[src/rtl/safety_arm_ctrl_if.sv]
// Bundle between the host register file / limit checker and the arming
// sequencer. The host side drives requests and config; the sequencer drives
// laser permission, the clear strobe and the diagnostics.
interface safety_arm_ctrl_if;
  logic        arm_req;
  logic        disarm_req;
  logic        clear_req;
  logic [3:0]  fail_in;
  logic [3:0]  fault_mask;
  logic [15:0] arm_delay;
  logic        laser_enable;
  logic        clear_fail;
  logic [2:0]  state;
  logic [3:0]  first_fault;
  logic [3:0]  fault_latched;
  logic [7:0]  fault_count;

  modport master (
    output arm_req, disarm_req, clear_req, fail_in, fault_mask, arm_delay,
    input  laser_enable, clear_fail, state, first_fault, fault_latched, fault_count
  );

  modport slave (
    input  arm_req, disarm_req, clear_req, fail_in, fault_mask, arm_delay,
    output laser_enable, clear_fail, state, first_fault, fault_latched, fault_count
  );
endinterface

[src/rtl/safety_arm_ctrl.sv]
// Laser arming sequencer: qualifies a fault-free delay before granting
// laser_enable, drops it one cycle after any unmasked fail flag, latches
// fault diagnostics and runs a timed clear-and-recheck of the checker.
module safety_arm_ctrl #(
  parameter int CLEAR_CYCLES = 4
) (
  input  logic              clk,
  input  logic              rstn,
  safety_arm_ctrl_if.slave  bus
);

  localparam int CW = (CLEAR_CYCLES > 1) ? $clog2(CLEAR_CYCLES) : 1;
  localparam logic [CW-1:0] CLR_LAST = CW'(CLEAR_CYCLES - 1);

  typedef enum logic [2:0] {
    IDLE     = 3'd0,
    ARMING   = 3'd1,
    ARMED    = 3'd2,
    FAULT    = 3'd3,
    CLEARING = 3'd4
  } state_t;

  state_t        state_q;
  logic [15:0]   arm_cnt_q;
  logic [CW-1:0] clr_cnt_q;
  logic          laser_enable_q;
  logic          clear_fail_q;
  logic [3:0]    first_fault_q;
  logic [3:0]    fault_latched_q;
  logic [7:0]    fault_count_q;

  logic [3:0]    act_d;
  logic          any_d;
  logic          enter_fault_d;
  logic [15:0]   arm_last_d;
  logic [7:0]    fault_count_d;

  // Masked fail flags and the decision whether this edge is a FAULT entry.
  // During the clear strobe the checker flags are expected to be sticky, so
  // only the recheck cycle of CLEARING may re-enter FAULT.
  always_comb begin
    act_d         = bus.fail_in & ~bus.fault_mask;
    any_d         = |act_d;
    arm_last_d    = (bus.arm_delay == 16'd0) ? 16'd0 : bus.arm_delay - 16'd1;
    fault_count_d = (fault_count_q == 8'hFF) ? 8'hFF : fault_count_q + 8'd1;
    enter_fault_d = 1'b0;
    case (state_q)
      IDLE, ARMING, ARMED: enter_fault_d = any_d;
      CLEARING:            enter_fault_d = any_d && !clear_fail_q;
      default:             enter_fault_d = 1'b0;
    endcase
  end

  // Sequencer state, counters and all registered outputs.
  always_ff @(posedge clk) begin
    if (!rstn) begin
      state_q         <= IDLE;
      arm_cnt_q       <= '0;
      clr_cnt_q       <= '0;
      laser_enable_q  <= 1'b0;
      clear_fail_q    <= 1'b0;
      first_fault_q   <= '0;
      fault_latched_q <= '0;
      fault_count_q   <= '0;
    end else begin
      // Sticky diagnostics accumulate except while the clear strobe is out.
      if (!clear_fail_q) begin
        fault_latched_q <= fault_latched_q | act_d;
      end

      if (enter_fault_d) begin
        state_q        <= FAULT;
        laser_enable_q <= 1'b0;
        first_fault_q  <= act_d;
        fault_count_q  <= fault_count_d;
      end else begin
        case (state_q)
          IDLE: begin
            // A simultaneous disarm has nothing to undo here, so arm wins.
            if (bus.arm_req) begin
              state_q   <= ARMING;
              arm_cnt_q <= '0;
            end
          end
          ARMING: begin
            if (bus.disarm_req) begin
              state_q <= IDLE;
            end else if (arm_cnt_q >= arm_last_d) begin
              // ">=" lets a lowered delay that is already passed arm at once.
              state_q        <= ARMED;
              laser_enable_q <= 1'b1;
            end else begin
              arm_cnt_q <= arm_cnt_q + 16'd1;
            end
          end
          ARMED: begin
            if (bus.disarm_req) begin
              state_q        <= IDLE;
              laser_enable_q <= 1'b0;
            end
          end
          FAULT: begin
            if (bus.clear_req) begin
              state_q      <= CLEARING;
              clr_cnt_q    <= '0;
              clear_fail_q <= 1'b1;
            end
          end
          CLEARING: begin
            if (clear_fail_q) begin
              if (clr_cnt_q == CLR_LAST) begin
                clear_fail_q <= 1'b0;
              end else begin
                clr_cnt_q <= clr_cnt_q + 1'b1;
              end
            end else begin
              // Recheck passed clean: back to IDLE with fresh diagnostics.
              state_q         <= IDLE;
              fault_latched_q <= '0;
            end
          end
          default: begin
            state_q        <= IDLE;
            laser_enable_q <= 1'b0;
            clear_fail_q   <= 1'b0;
          end
        endcase
      end
    end
  end

  assign bus.laser_enable  = laser_enable_q;
  assign bus.clear_fail    = clear_fail_q;
  assign bus.state         = state_q;
  assign bus.first_fault   = first_fault_q;
  assign bus.fault_latched = fault_latched_q;
  assign bus.fault_count   = fault_count_q;

endmodule

[src/flat_wrapper.sv]
// flat-port wrapper written by rule: the top's interface ports become plain ports
module safety_arm_ctrl_flat 
#(
  parameter int CLEAR_CYCLES = 4
)
  (clk, rstn, bus_arm_req, bus_disarm_req, bus_clear_req, bus_fail_in, bus_fault_mask, bus_arm_delay, bus_laser_enable, bus_clear_fail, bus_state, bus_first_fault, bus_fault_latched, bus_fault_count);
  safety_arm_ctrl_if bus_i ();
  input  logic clk;
  input  logic rstn;
  input wire logic [$bits(bus_i.arm_req)-1:0] bus_arm_req;
  input wire logic [$bits(bus_i.disarm_req)-1:0] bus_disarm_req;
  input wire logic [$bits(bus_i.clear_req)-1:0] bus_clear_req;
  input wire logic [$bits(bus_i.fail_in)-1:0] bus_fail_in;
  input wire logic [$bits(bus_i.fault_mask)-1:0] bus_fault_mask;
  input wire logic [$bits(bus_i.arm_delay)-1:0] bus_arm_delay;
  output wire logic [$bits(bus_i.laser_enable)-1:0] bus_laser_enable;
  output wire logic [$bits(bus_i.clear_fail)-1:0] bus_clear_fail;
  output wire logic [$bits(bus_i.state)-1:0] bus_state;
  output wire logic [$bits(bus_i.first_fault)-1:0] bus_first_fault;
  output wire logic [$bits(bus_i.fault_latched)-1:0] bus_fault_latched;
  output wire logic [$bits(bus_i.fault_count)-1:0] bus_fault_count;
  assign bus_i.arm_req = bus_arm_req;
  assign bus_i.disarm_req = bus_disarm_req;
  assign bus_i.clear_req = bus_clear_req;
  assign bus_i.fail_in = bus_fail_in;
  assign bus_i.fault_mask = bus_fault_mask;
  assign bus_i.arm_delay = bus_arm_delay;
  assign bus_laser_enable = bus_i.laser_enable;
  assign bus_clear_fail = bus_i.clear_fail;
  assign bus_state = bus_i.state;
  assign bus_first_fault = bus_i.first_fault;
  assign bus_fault_latched = bus_i.fault_latched;
  assign bus_fault_count = bus_i.fault_count;
  safety_arm_ctrl #(.CLEAR_CYCLES(CLEAR_CYCLES)) u_core (.clk(clk), .rstn(rstn), .bus(bus_i));
endmodule
[config.mk]
export PLATFORM = sky130hd
export DESIGN_NAME = safety_arm_ctrl_flat
export DESIGN_NICKNAME = d
export VERILOG_FILES = /design/src/rtl/safety_arm_ctrl_if.sv /design/src/rtl/safety_arm_ctrl.sv /design/src/flat_wrapper.sv
export SDC_FILE = /design/constraint.sdc
export NUM_CORES = 1
export LEC_CHECK = 0
export BUFFER_PORTS_ARGS = -buffer_cell sky130_fd_sc_hd__buf_2
export CELL_PAD_IN_SITES_DETAIL_PLACEMENT = 0
export CELL_PAD_IN_SITES_GLOBAL_PLACEMENT = 1
export CORE_MARGIN = 5
export CORE_UTILIZATION = 38
export DETAILED_ROUTE_END_ITERATION = 12
export PLACE_DENSITY = 0.76
export SLEW_MARGIN = 5
export SYNTH_ARGS = -nofsm -noshare
export SYNTH_HDL_FRONTEND = slang
export SYNTH_SLANG_ARGS = --single-unit
[constraint.sdc]
create_clock -name clk -period 7.7 [get_ports clk]
set_input_delay 0.77 -clock clk [delete_from_list [all_inputs] [get_ports clk]]
set_output_delay 0.77 -clock clk [all_outputs]
set_load 0.02 [all_outputs]
Word-level counts from Yosys, hierarchy flattened --
Index checks and enable logic that the tools add are counted.
Storage, ports and cells: flip-flop bits (word level) 39, input port bits 29, output and inout port bits 21, word-level logic and storage cells 89
Operators by class: $add $sub $neg 4, order comparisons 1, equality and inequality tests 21, muxes and demuxes 31, bitwise logic cells 7, reduce and logical (&&, ||, !) cells 16
Operators by type and width (count):
- two-way mux 16 bit | 4
- one-hot mux 16 bit (2 select lines) | 1
- AND reduction 5 bit | 4
- two-way mux 3 bit | 6
- adder 16 x 1 -> 16 bit (second input constant) | 1
- greater-or-equal comparator 16 bit | 1
- logical NOT 16 bit | 1
- two-way mux 4 bit | 4
- subtractor 16 x 1 -> 16 bit (second input constant) | 1
- one-hot mux 3 bit (5 select lines) | 1
- inequality test 2 bit (second input constant) | 7
- inequality test 3 x 2 -> 1 bit (second input constant) | 4
- adder 8 x 1 -> 8 bit (second input constant) | 1
- equality test 8 bit (second input constant) | 1
- two-way mux 2 bit | 4
- two-way mux 8 bit | 1
- equality test 3 x 2 -> 1 bit (second input constant) | 2
- two-way mux 1 bit | 6
- one-hot mux 1 bit (3 select lines) | 2
- OR reduction 3 bit | 2
- AND 4 bit | 1
- inequality test 2 x 1 -> 1 bit (second input constant) | 2
- inequality test 4 x 2 -> 1 bit (second input constant) | 1
- inverter 1 bit | 4
- 17 further kinds | 18

Longest topological paths before layout --
Gate-level depths: netlist of the first run.
word-level depth 7, gate-level depth with buffers 14, depth with buffers taken out 13

Worst setup path before layout of the first run --
Ideal clock, no wire load.
path kind input-to-reg, start input port bus_arm_delay[5], end register u_core.arm_cnt_q[15], setup time 0.134 ns, arrival time 3.422 ns, data required time 7.566 ns, slack 4.144 ns, stages on the path 13, path buffers 1, path through nor4_1 -> and3_1 -> nand2_1 -> xnor2_1 -> nand2_1 -> ha_1 -> a211oi_1 -> nor2_1 -> a2111o_1 -> a21o_1 -> buf_2 -> a21oi_2 -> o221ai_1
Between the ends: word-level cells in the longest chain between the ends 5, elaborated cells on any way between the ends 6, classes of those cells 1 x add/sub; 1 x order compare; 1 x eq/ne; 1 x mux; 2 x reduce/logical
Ends and longest elaborated chain:
- start: declaration | RTL line flat_wrapper.sv:15 | input wire logic [$bits(bus_i.arm_delay)-1:0] bus_arm_delay;
- subtractor 16 x 1 -> 16 bit / logical NOT 16 bit (equally long branches) | RTL line safety_arm_ctrl.sv:44 | arm_last_d = (bus.arm_delay == 16'd0) ? 16'd0 : bus.arm_delay - 16'd1;
- two-way mux 16 bit (*) | RTL line safety_arm_ctrl.sv:44
- greater-or-equal comparator 16 bit (*) | RTL line safety_arm_ctrl.sv:88 | end else if (arm_cnt_q >= arm_last_d) begin
- inequality test 2 bit (no line) (*)
- AND reduction 5 bit (no line) (*)
- end signal: assignment | RTL line safety_arm_ctrl.sv:93 | arm_cnt_q <= arm_cnt_q + 16'd1;
- end: declaration | RTL line safety_arm_ctrl.sv:24 | logic [15:0] arm_cnt_q;
Every way passes the cells marked *; elsewhere a longest branch is shown, timed or not. A chain may end at the register's enable or synchronous reset.

Worst setup path after layout of the first run --
start input port bus_arm_delay[3], end register u_core.arm_cnt_q[11]
Same word-level chain as after synthesis.

==> results.ini, run 1 <==
[status]
status = completed

[synthesis]
synth_top_area_share_pct = 29.2
yosys.cell_types.count = 51
yosysWarnings = 0
postSynthAreaPerCell_sq_um = 7.72
synth-seq-cells = 39
yosys_most_used_dff = dfxtp_1
synth_edf_count = 0
async_flop_share_pct = 0
synth_area_leaders = dfxtp_1, ha_1, nand2_1
syn_inst = 347
yosysSeqAreaShare_pct = 29.2
synthesis.nets = 397
synth_area_sq_mm = 0.00268
synth_area_leader_cell = dfxtp_1

[worst_setup_path]
worstPathArrival_ns = 4.30
critPathTopFamily = simple AND/OR/NAND/NOR gates
cpPeakStageDelay_ns = 0.62
rrSetupSlack_ns = 5.08
critPathLaunchType = input port
worstReg2RegStart = u_core.bus.state[0]
slowest_stage = nand4_1
crit_chain = buf_2, nor4_1, nand4_1, nand2_1, ha_1, a211oi_1, nor2_1, a2111o_1, a21oi_2, nor2_1, o221a_2
cp-end-kind = flop
crit_fanout = 16
crit_buf_inv = 1
criticalPathCategory = input port to flop
reg2reg_depth = 5
rr_endpoint = u_core.arm_cnt_q[11]
cp_data_required_time_ns = 7.89
cp_common_cell = nor2_1

[sta]
slew_violations = 0
worst_slew_pin_slew_ns = 0.752
period_needed_ns = 4.11
min_period_over_period_pct = 53.4
final.setup.tns_ns = 0
max_freq_ghz = 0.243
hold_viol = 0
grt_setup_unrepaired = no
worst_slack_ns = 3.59
fin_worst_skew_ns = 0.00990
relSlewSlack_pct = 49.8
finalSetupViolCount = 0

[power]
power_frac_seq_pct = 42.6
leakage_uw = 0.00130
p_int_uw = 355
switching_share_pct = 31.2
p_clk_share_pct = 34.8
p_total_uw = 516
vdd_drop_max_uv = 106
power.switching_uw = 161
power.density_mw_per_mm2 = 167
combPwrFrac_pct = 22.6

[cts]
hold_buffers = 0
cts_buffers = 5
postCtsResizedCells = 0
cts_root_buf = clkbuf_8
cts_tree = done
insertion_delay_ns = 0.30
cts_setup_buffers = 0
h-tree-depth = 2
clkSlewWorstSetupHoldPaths_ns = 0.08
clock-sinks = 39
clockBufferDepth = 2

[die]
design.core.area_sq_mm = 0.00683
die_x_um = 93.9
die_area_sq_mm = 0.00882
die_height_um = 93.9
io_pins = 50
row_count = 30
start_util_pct = 39.2

[route]
drc = 0
drt_first_iter_violations = 117
num_vias = 2631
postRouteWirelength_mm = 6.85
viasPerCell = 5.41
met2_length_mm = 3.14
m1WireLength_mm = 3.32
dr_wl_met3_um = 324
antenna_left = 0
topRoutingLayerUsed = met4
routedWlPerCell_um = 14.1
dr.pass1.iters = 4

[min_path]
holdPathStages = 2
worstHoldPathType = flop to flop
holdPathEnd = u_core.bus.first_fault[2]
hold_start = u_core.bus.first_fault[2]

[placement]
place_hpwl_mm = 5.23
dp_slack_ns = 3.31
portBuffers = 49
gp_congestion = 0.874
place_inst = 478

[global_route]
grt_max_degree = 23
first_global_vias = 2417
grt_usage_pct = 15.9
grt_overflow_total = 0
grt_pass1_wl_mm = 11.4
antenna_found_initial = 0

[flow_run]
cap_viol_max_count = 0

[layout]
stdcell_count = 486
drive_gt1_share_pct = 17.2
fillCellCount = 733
nets = 439
diodes = 0
area_growth_syn_to_layout_pct = 15.6

==> metrics by stage <==
| stage | util [%] | cell area [sq um] | hold WS, ns |
|---|---|---|---|
| floorplan | - | 2680 | 0.447 |
| global placement | 43.6 | 2980 | 0.441 |
| detailed placement | 43.6 | 2980 | 0.449 |
| CTS | 45.3 | 3090 | 0.460 |
| global route | 45.3 | 3090 | 0.482 |
| finish | 45.3 | 3090 | 0.457 |
==> state kept, by name, indices dropped and copies added, names as in the netlist <==
signal,cells
u_core.arm_cnt_q,16
u_core.bus.clear_fail,1
u_core.bus.first_fault,4
u_core.bus.state,3
u_core.clr_cnt_q,2
u_core.bus.fault_count,8
u_core.bus.laser_enable,1
u_core.bus.fault_latched,4
==> worst min-delay path, cell delays in order (launching register included) <==
cell and delay (ns):
dfxtp_1 0.31, nand2_1 0.05, a21oi_1 0.05
==> worst max-delay path by stage <==
stage,from,to,slack (ns),cells past startpoint
floorplan,bus_arm_delay[5],u_core.arm_cnt_q[15],4.14,13
global placement,bus_arm_delay[5],u_core.arm_cnt_q[11],3.39,11
detailed placement,bus_arm_delay[5],u_core.arm_cnt_q[11],3.31,11
CTS,bus_arm_delay[5],u_core.arm_cnt_q[7],3.61,11
global route,bus_arm_delay[3],u_core.arm_cnt_q[7],3.20,11
finish,bus_arm_delay[3],u_core.arm_cnt_q[11],3.59,11
==> cells in the final DEF, fill, tap and decap left out, types with 7 or more instances in the layout <==
master    Yosys  layout
ha_1         21      21
o21ai_0      15      15
nor3_1       14      14
a21oi_1      22      22
nor2_1       32      32
a211oi_1     10      10
nand3_1      12      12
nand4_1       8       8
inv_1         9       9
nand2_1      49      49
and3_1       10      10
xnor2_1       7       7
dfxtp_1      39      39
nor2b_1       7       7
a31oi_1       8       8
buf_2         5      49
==> cell usage after synthesis, types with 2 or more instances <==
cell	instances
nand2b_1	5
o221ai_1	2
a31oi_1	8
o31ai_1	2
nor2_1	32
nand3b_1	3
o22ai_1	3
dfxtp_1	39
a22o_1	3
a311oi_1	6
nor3_1	14
and3_1	10
o211ai_1	2
nand3_1	12
nor3b_1	3
clkbuf_1	8
nor4_1	6
o21ai_0	15
nor2b_1	7
a211oi_1	10
xnor2_1	7
and2_1	2
nand2_1	49
o21a_1	4
mux2i_1	2
ha_1	21
or3_1	2
xor2_1	6
a21oi_2	2
a21oi_1	22
nand4_1	8
inv_1	9
buf_2	5
==> layout make-up <==
| class | instances | area (sq um) | share of cell area (%) |
|---|---|---|---|
| clock buffers | 6 | 82.6 | 2.67 |
| clock inverters | 2 | 35.0 | 1.13 |
| inverters | 9 | 33.8 | 1.09 |
| multi-input cells | 285 | 1800 | 58.1 |
| flip-flops and latches | 39 | 781 | 25.2 |
| well taps | 96 | 120 | 3.88 |
| repair buffers | 49 | 245 | 7.93 |
==> per-layer routing <==
layer / global-route usage, % / up-vias
met5: 0 / -
met4: 3.61 / 0
met3: 2.80 / 7
met2: 25.3 / 60
met1: 22.3 / 1205
li1: - / 1359
==> power by group through the flow <==
stage | clock, uW | combinational (uW) | sequential (uW)
detailed placement | 0 | 117 | 224
floorplan | 0 | 75.6 | 230
global route | 191 | 131 | 222
CTS | 183 | 118 | 220
finish | 180 | 116 | 220
global placement | 0 | 117 | 224
==> logic make-up after synthesis <==
logic type | Yosys count | synth area share, %
flops | 39 | 29.2
xor+xnor | 13 | 4.25
buf+inv | 23 | 3.74
compound gates | 87 | 21.7
mux | 3 | 1.17
fa+ha+maj | 21 | 9.81
simple gates | 161 | 30.1
Power figures use the tool's default switching activity.
==> run 2: changes to the inputs <==
- ABC_AREA: not set -> 1
- CORE_UTILIZATION: 38 -> 36
- PLACE_DENSITY: 0.76 -> 0.77
- clock period: 7.7 -> 3.7 ns (I/O delays scaled with it)
==> run 2 against run 1 <==
Sequential share of layout area shrank 3.0 points. Wire length grew 10%. Power rose to 2.5 times the previous value. Largest power group unchanged. Critical path depth grew 9. First-iteration DRC count grew 48%. Setup slack worse by 2.9 ns. Area after synthesis rose by 14%.
==> results.ini, run 2 <==
[status]
status = completed

[global_route]
grt_max_degree = 25  ; +8.7%
antenna_found_initial = 0  ; unchanged
grt_pass1_wl_mm = 13.1  ; +15%
first_global_vias = 2876  ; +19%
grt_overflow_total = 0  ; unchanged
grt_usage_pct = 15.3  ; -0.62 points

[min_path]
holdPathStages = 3  ; +1
hold_start = bus_fail_in[2]
worstHoldPathType = input port to flop
holdPathEnd = u_core.bus.fault_latched[2]

[layout]
fillCellCount = 860  ; +17%
nets = 571  ; +30%
diodes = 0  ; unchanged
drive_gt1_share_pct = 17.8  ; +0.64 points
fin_util_pct = 42.7  ; -2.6 points
final_cell_mix = nand2_1, nor2_1, inv_1
stdcell_count = 627  ; +29%
largest_reg_flops = 16  ; unchanged
top_register = u_core.arm_cnt_q
area_growth_syn_to_layout_pct = 15.2
layout_commonest_cell = nand2_1

[power]
vdd_drop_max_uv = 151  ; +42%
leakage_uw = 0.00157  ; +21%
power.density_mw_per_mm2 = 372  ; +120%

[sta]
relSlewSlack_pct = 65.8  ; +16 points
final.setup.tns_ns = 0  ; unchanged
grt_setup_unrepaired = no
finalSetupViolCount = 0  ; unchanged
hold_viol = 0  ; unchanged
worst_slew_pin_slew_ns = 0.512  ; -0.240 ns
max_freq_ghz = 0.332
min_period_over_period_pct = 81.5
slew_violations = 0  ; unchanged
period_needed_ns = 3.01
fin_worst_skew_ns = 0.00451  ; -0.00539 ns

[synthesis]
yosysMostFrequentCell = nand2_1
postSynthAreaPerCell_sq_um = 6.47  ; -16%
yosys.cell_types.count = 40  ; -22%
synth_edf_count = 0  ; unchanged
yosysSeqAreaShare_pct = 25.6  ; -3.5 points
synth-seq-cells = 39  ; unchanged
yosys_most_used_dff = dfxtp_1
async_flop_share_pct = 0  ; unchanged
synth_area_sq_mm = 0.00305  ; +14%
synth_area_leaders = dfxtp_1, nand2_1, ha_1
syn_inst = 471  ; +36%
synth_area_leader_cell = dfxtp_1
synthesis.nets = 521  ; +31%
synth_top_area_share_pct = 25.6  ; -3.5 points
synthTopCellsByCount = nand2_1, nor2_1, inv_1
yosysWarnings = 0  ; unchanged

[die]
die_height_um = 102  ; +8.6%
start_util_pct = 37.1  ; -2.1 points
die_x_um = 102  ; +8.6%
die_area_sq_mm = 0.0104  ; +18%
design.core.area_sq_mm = 0.00822  ; +20%
io_pins = 50  ; unchanged
row_count = 33  ; +10%

[cts]
cts_buffers = 5  ; unchanged
clockBufferDepth = 2  ; unchanged
clock-sinks = 39  ; unchanged
cts_tree = done
postCtsResizedCells = 0  ; unchanged
cts_setup_buffers = 0  ; unchanged
insertion_delay_ns = 0.29  ; about the same
hold_buffers = 0  ; unchanged
cts_root_buf = clkbuf_8
h-tree-depth = 2  ; unchanged
clkSlewWorstSetupHoldPaths_ns = 0.08  ; about the same

[worst_setup_path]
critPathLaunchType = input port
cp-end-kind = flop
criticalPathCategory = input port to flop
cp_data_required_time_ns = 3.88  ; -4.01 ns
rrSetupSlack_ns = 1.65  ; -3.43 ns
reg2reg_depth = 14  ; +9
rr_endpoint = u_core.arm_cnt_q[15]
worstReg2RegStart = u_core.arm_cnt_q[3]
worstPathArrival_ns = 3.20  ; -1.10 ns
crit_fanout = 18  ; +2

[route]
routedWlPerCell_um = 12.1  ; -15%
drc = 0  ; unchanged
postRouteWirelength_mm = 7.56  ; +10%
antenna_left = 0  ; unchanged
dr.pass1.iters = 5  ; +1
num_vias = 3054  ; +16%
viasPerCell = 4.87  ; -10%
drt_first_iter_violations = 173  ; +48%

[placement]
place_inst = 619  ; +29%
portBuffers = 49  ; unchanged
place_hpwl_mm = 6.05  ; +16%
gp_congestion = 0.810  ; -7.4%

[flow_run]
cap_viol_max_count = 0  ; unchanged

[run 2: per-stage QoR]
step,setup slack (ns),hold slack [ns],cell area (sq um),total power (uW)
floorplan,0.880,0.448,3050,836
global placement,0.484,0.431,3390,947
detailed placement,0.430,0.435,3390,950
CTS,0.717,0.349,3510,1330
global route,0.231,0.352,3510,1410
finish,0.686,0.359,3510,1310
[run 2: logic make-up after synthesis]
kind of cell    Yosys count  synth area share, %
buf+inv                  73                 9.82
flops                    39                 25.6
simple gates            259                 39.2
compound gates           65                 12.7
xor+xnor                 14                 4.03
fa+ha+maj                21                 8.63
[run 2: cell type report]
class                           count  area (sq um)  share of cell area (%)
Timing Repair Buffer               52           268                    7.63
Multi-Input combinational cell    359          1970                    56.0
Clock inverter                      2          35.0                   0.999
Sequential cell                    39           781                    22.3
Clock buffer                        6          82.6                    2.35
Tap cell                          105           131                    3.74
Inverter                           64           245                    6.99
[run 2: critical path, cell delays in order]
cell and delay (ns):
buf_2 0.11, inv_1 0.09, ha_1 0.21, nand2_1 0.15, nor2_1 0.18, inv_1 0.06, nor3_1 0.29, nand3_1 0.15
o21ai_0 0.17, a21o_1 0.13, ha_1 0.24, nand2_1 0.06, o21ai_0 0.08, nor2_1 0.18, nand3_1 0.12, nand2_1 0.15
buf_4 0.24, nand3_1 0.10, nand2_1 0.08, nor2_1 0.04
[run 2: worst max path at each step]
| stage | to | slack (ns) | start |
|---|---|---|---|
| 2_1_floorplan | u_core.arm_cnt_q[11] | 0.88 | bus_arm_delay[3] |
| 3_3_place_gp | u_core.arm_cnt_q[0] | 0.48 | bus_arm_delay[0] |
| 3_5_place_dp | u_core.arm_cnt_q[15] | 0.43 | bus_arm_delay[0] |
| 4_1_cts | u_core.arm_cnt_q[13] | 0.72 | bus_arm_delay[0] |
| 5_1_grt | u_core.arm_cnt_q[5] | 0.23 | bus_arm_delay[0] |
| 6_report | u_core.arm_cnt_q[15] | 0.69 | bus_arm_delay[0] |
[run 2: power by group]
| part | switching (uW) | internal (uW) |
|---|---|---|
| clock | 151 | 218 |
| sequential | 49.4 | 458 |
| combinational | 283 | 147 |
[run 2: routing by layer]
metal  GRT usage (%)  vias to the layer above  wire length (um)
met3            1.77                        5               375
met2            26.7                       66              3470
met5               0                        -                 0
met4            3.83                        0                72
li1                -                     1633                 -
met1            20.0                     1350              3640
==> run 3: changes to the inputs <==
- CORE_UTILIZATION: 36 -> 38
- clock period: 3.7 -> 2.78 ns (I/O delays scaled with it)
==> run 3 against run 2 <==
Register-to-register slack worse by 0.91 ns. Critical path type unchanged. Count of clock-buffer cells in the layout shrank 1. Critical path depth shrank 1. Combinational power grew 64%. Non-clock buffer count increased by 26. Die area shrank 4.8%.
==> results.ini, run 3 (synthesis results as in run 2) <==
[placement]
place_area_sq_mm = 0.00357  ; +5.4%
place_hpwl_mm = 6.33  ; +4.5%
portBuffers = 49  ; unchanged
dp_slack_ns = -0.388  ; -0.818 ns
gp_congestion = 0.853  ; +5.2%

[power]
power_frac_seq_pct = 36.1  ; -2.7 points
p_clk_share_pct = 26.0  ; -2.3 points
vdd_drop_max_uv = 217  ; +44%
power.switching_uw = 726  ; +50%
p_int_uw = 1140  ; +39%
switching_share_pct = 38.9  ; +1.9 points
leakage_uw = 0.00174  ; +11%
combPwrFrac_pct = 37.9  ; +5.0 points
power.density_mw_per_mm2 = 480  ; +29%

[worst_setup_path]
criticalPathCategory = input port to flop
cp_data_required_time_ns = 2.97  ; -0.91 ns
slowest_stage = nor4_1
rrSetupSlack_ns = 0.74  ; -0.91 ns
critPathLaunchType = input port
cpPeakStageDelay_ns = 0.34  ; +0.05 ns
cp_common_cell = nand2_1
crit_fanout = 6  ; -12
crit_chain = buf_2, inv_2, ha_1, nand2_1, nor4_1, nand3_1, nand3_1, ha_1, a21oi_1, nand2_1, nor2_1, nand2_1, nand2_1, nand3_2, nand2_4, buf_6, nand3_2, nand2_2, nor2_1
cp-end-kind = flop
worstPathArrival_ns = 2.85  ; -0.35 ns
critPathTopFamily = simple AND/OR/NAND/NOR gates
crit_buf_inv = 3  ; -1

[sta]
max_freq_ghz = 0.377
fin_worst_skew_ns = 0.0101  ; +0.00556 ns
whs_ns = 0.253  ; -0.106 ns
slew_violations = 0  ; unchanged
worst_slack_ns = 0.129  ; -0.557 ns
worst_slew_pin_slew_ns = 0.503  ; -0.00919 ns
min_period_over_period_pct = 95.3
hold_viol = 0  ; unchanged
finalSetupViolCount = 0  ; unchanged
relSlewSlack_pct = 66.4  ; +0.61 points
period_needed_ns = 2.65

[global_route]
grt_overflow_total = 0  ; unchanged
grt_pass1_wl_mm = 13.5  ; +3.4%
grt_max_degree = 25  ; unchanged
grt_usage_pct = 16.3  ; +1.0 points
antenna_found_initial = 0  ; unchanged
first_global_vias = 2953  ; +2.7%

[layout]
fillCellCount = 819  ; -4.8%
largest_reg_flops = 16  ; unchanged
diodes = 0  ; unchanged
regArea_sq_um = 781  ; unchanged
layout_commonest_cell = nand2_1
fin_area_sq_mm = 0.00389  ; +11%
top_register = u_core.arm_cnt_q
nets = 597  ; +4.6%
final_cell_mix = nand2_1, nor2_1, inv_1
multi_input_area_sq_mm = 0.00212  ; +8.0%
area_growth_syn_to_layout_pct = 27.8
drive_gt1_share_pct = 27.0  ; +9.2 points

[cts]
clock-sinks = 39  ; unchanged
insertion_delay_ns = 0.30  ; about the same
clockBufferDepth = 2  ; unchanged
h-tree-depth = 2  ; unchanged
clkSlewWorstSetupHoldPaths_ns = 0.09  ; about the same
cts_root_buf = clkbuf_8
cts_buffers = 5  ; unchanged
cts_tree = done

[route]
antenna_left = 0  ; unchanged
num_vias = 3235  ; +5.9%
drt_first_iter_violations = 187  ; +8.1%
viasPerCell = 4.98  ; +2.2%
drc = 0  ; unchanged
postRouteWirelength_mm = 8.19  ; +8.4%
dr.pass1.iters = 4  ; -1
routedWlPerCell_um = 12.6  ; +4.5%

[die]
io_pins = 50  ; unchanged
design.core.area_sq_mm = 0.00777  ; -5.5%
die_x_um = 99.5  ; -2.4%
die_height_um = 99.5  ; -2.4%
start_util_pct = 39.2  ; +2.1 points
row_count = 32  ; -3.0%
die_area_sq_mm = 0.00990  ; -4.8%

[status]
status = completed

[min_path]
worstHoldPathType = input port to flop

[flow_run]
cap_viol_max_count = 0  ; unchanged

## run 3: changes by cell type in the layout (fill, tap and decap cells not counted), moves of 5 or more
cell,delta
a21oi_1,-5
nand3_2,+7
a21oi_2,+5
nand2_1,-6
buf_6,+6
buf_4,+21
nand3_1,-8
## run 3: path summary, 6_finish.rpt
path / to / cells after the start / startpoint
setup / recovery: u_core.arm_cnt_q[0] / 19 / bus_arm_delay[0]
hold / removal: u_core.bus.fault_latched[2] / 3 / bus_fail_in[2]
setup reg to reg: u_core.arm_cnt_q[0] / 12 / u_core.arm_cnt_q[7]
hold reg to reg: u_core.bus.fault_latched[0] / 2 / u_core.bus.fault_latched[0]
## run 3: what timing repair did
item                       in CTS  in global routing
pin swaps                       1                 23
setup endpoints to repair      16                 20
gates cloned                    0                  1
resized for setup               3                 41
setup buffers                   1                  2
hold buffers                    0                  0
## run 3: metal layers
layer	up-vias	GRT usage [%]	wire, um	share of wire [%]
li1	1701	-	-	-
met1	1459	22.6	3860	47
met2	65	26.0	3770	46
met3	10	2.95	446	5.4
met4	0	4.62	119	1.5
met5	-	0	0	0
## run 3: final cells by class
type,instances,area share [%]
inverters,64,6.30
well taps,102,3.28
clock buffers,5,1.77
clock inverters,3,1.13
multi-input cells,359,54.5
repair buffers,78,12.9
flip-flops and latches,39,20.1
## run 3: tightest hold or removal path: stages
cell	delay, ns
buf_2	0.10
nand3_1	0.07
a21oi_1	0.06
## run 3: through the flow
| step | total power, uW | util, % | instances | setup TNS [ns] |
|---|---|---|---|---|
| 6_report | 1870 | 50.1 | 650 | 0 |
| 5_1_grt | 2000 | 50.1 | 650 | -0.112 |
| 4_1_cts | 1790 | 47.7 | 648 | 0 |
| 3_5_place_dp | 1300 | 46.0 | 639 | -6.59 |
| 3_3_place_gp | 1290 | 46.0 | 639 | -4.24 |
| 2_1_floorplan | 1110 | - | 471 | 0 |
## run 3: power groups by stage
stage                     Sequential, uW  Clock [uW]  Combinational, uW
after global routing                 685         528                790
after CTS                            673         499                621
after detailed placement             686           0                614
after floorplan                      704           0                408
final                                674         486                707
after global placement               685           0                607
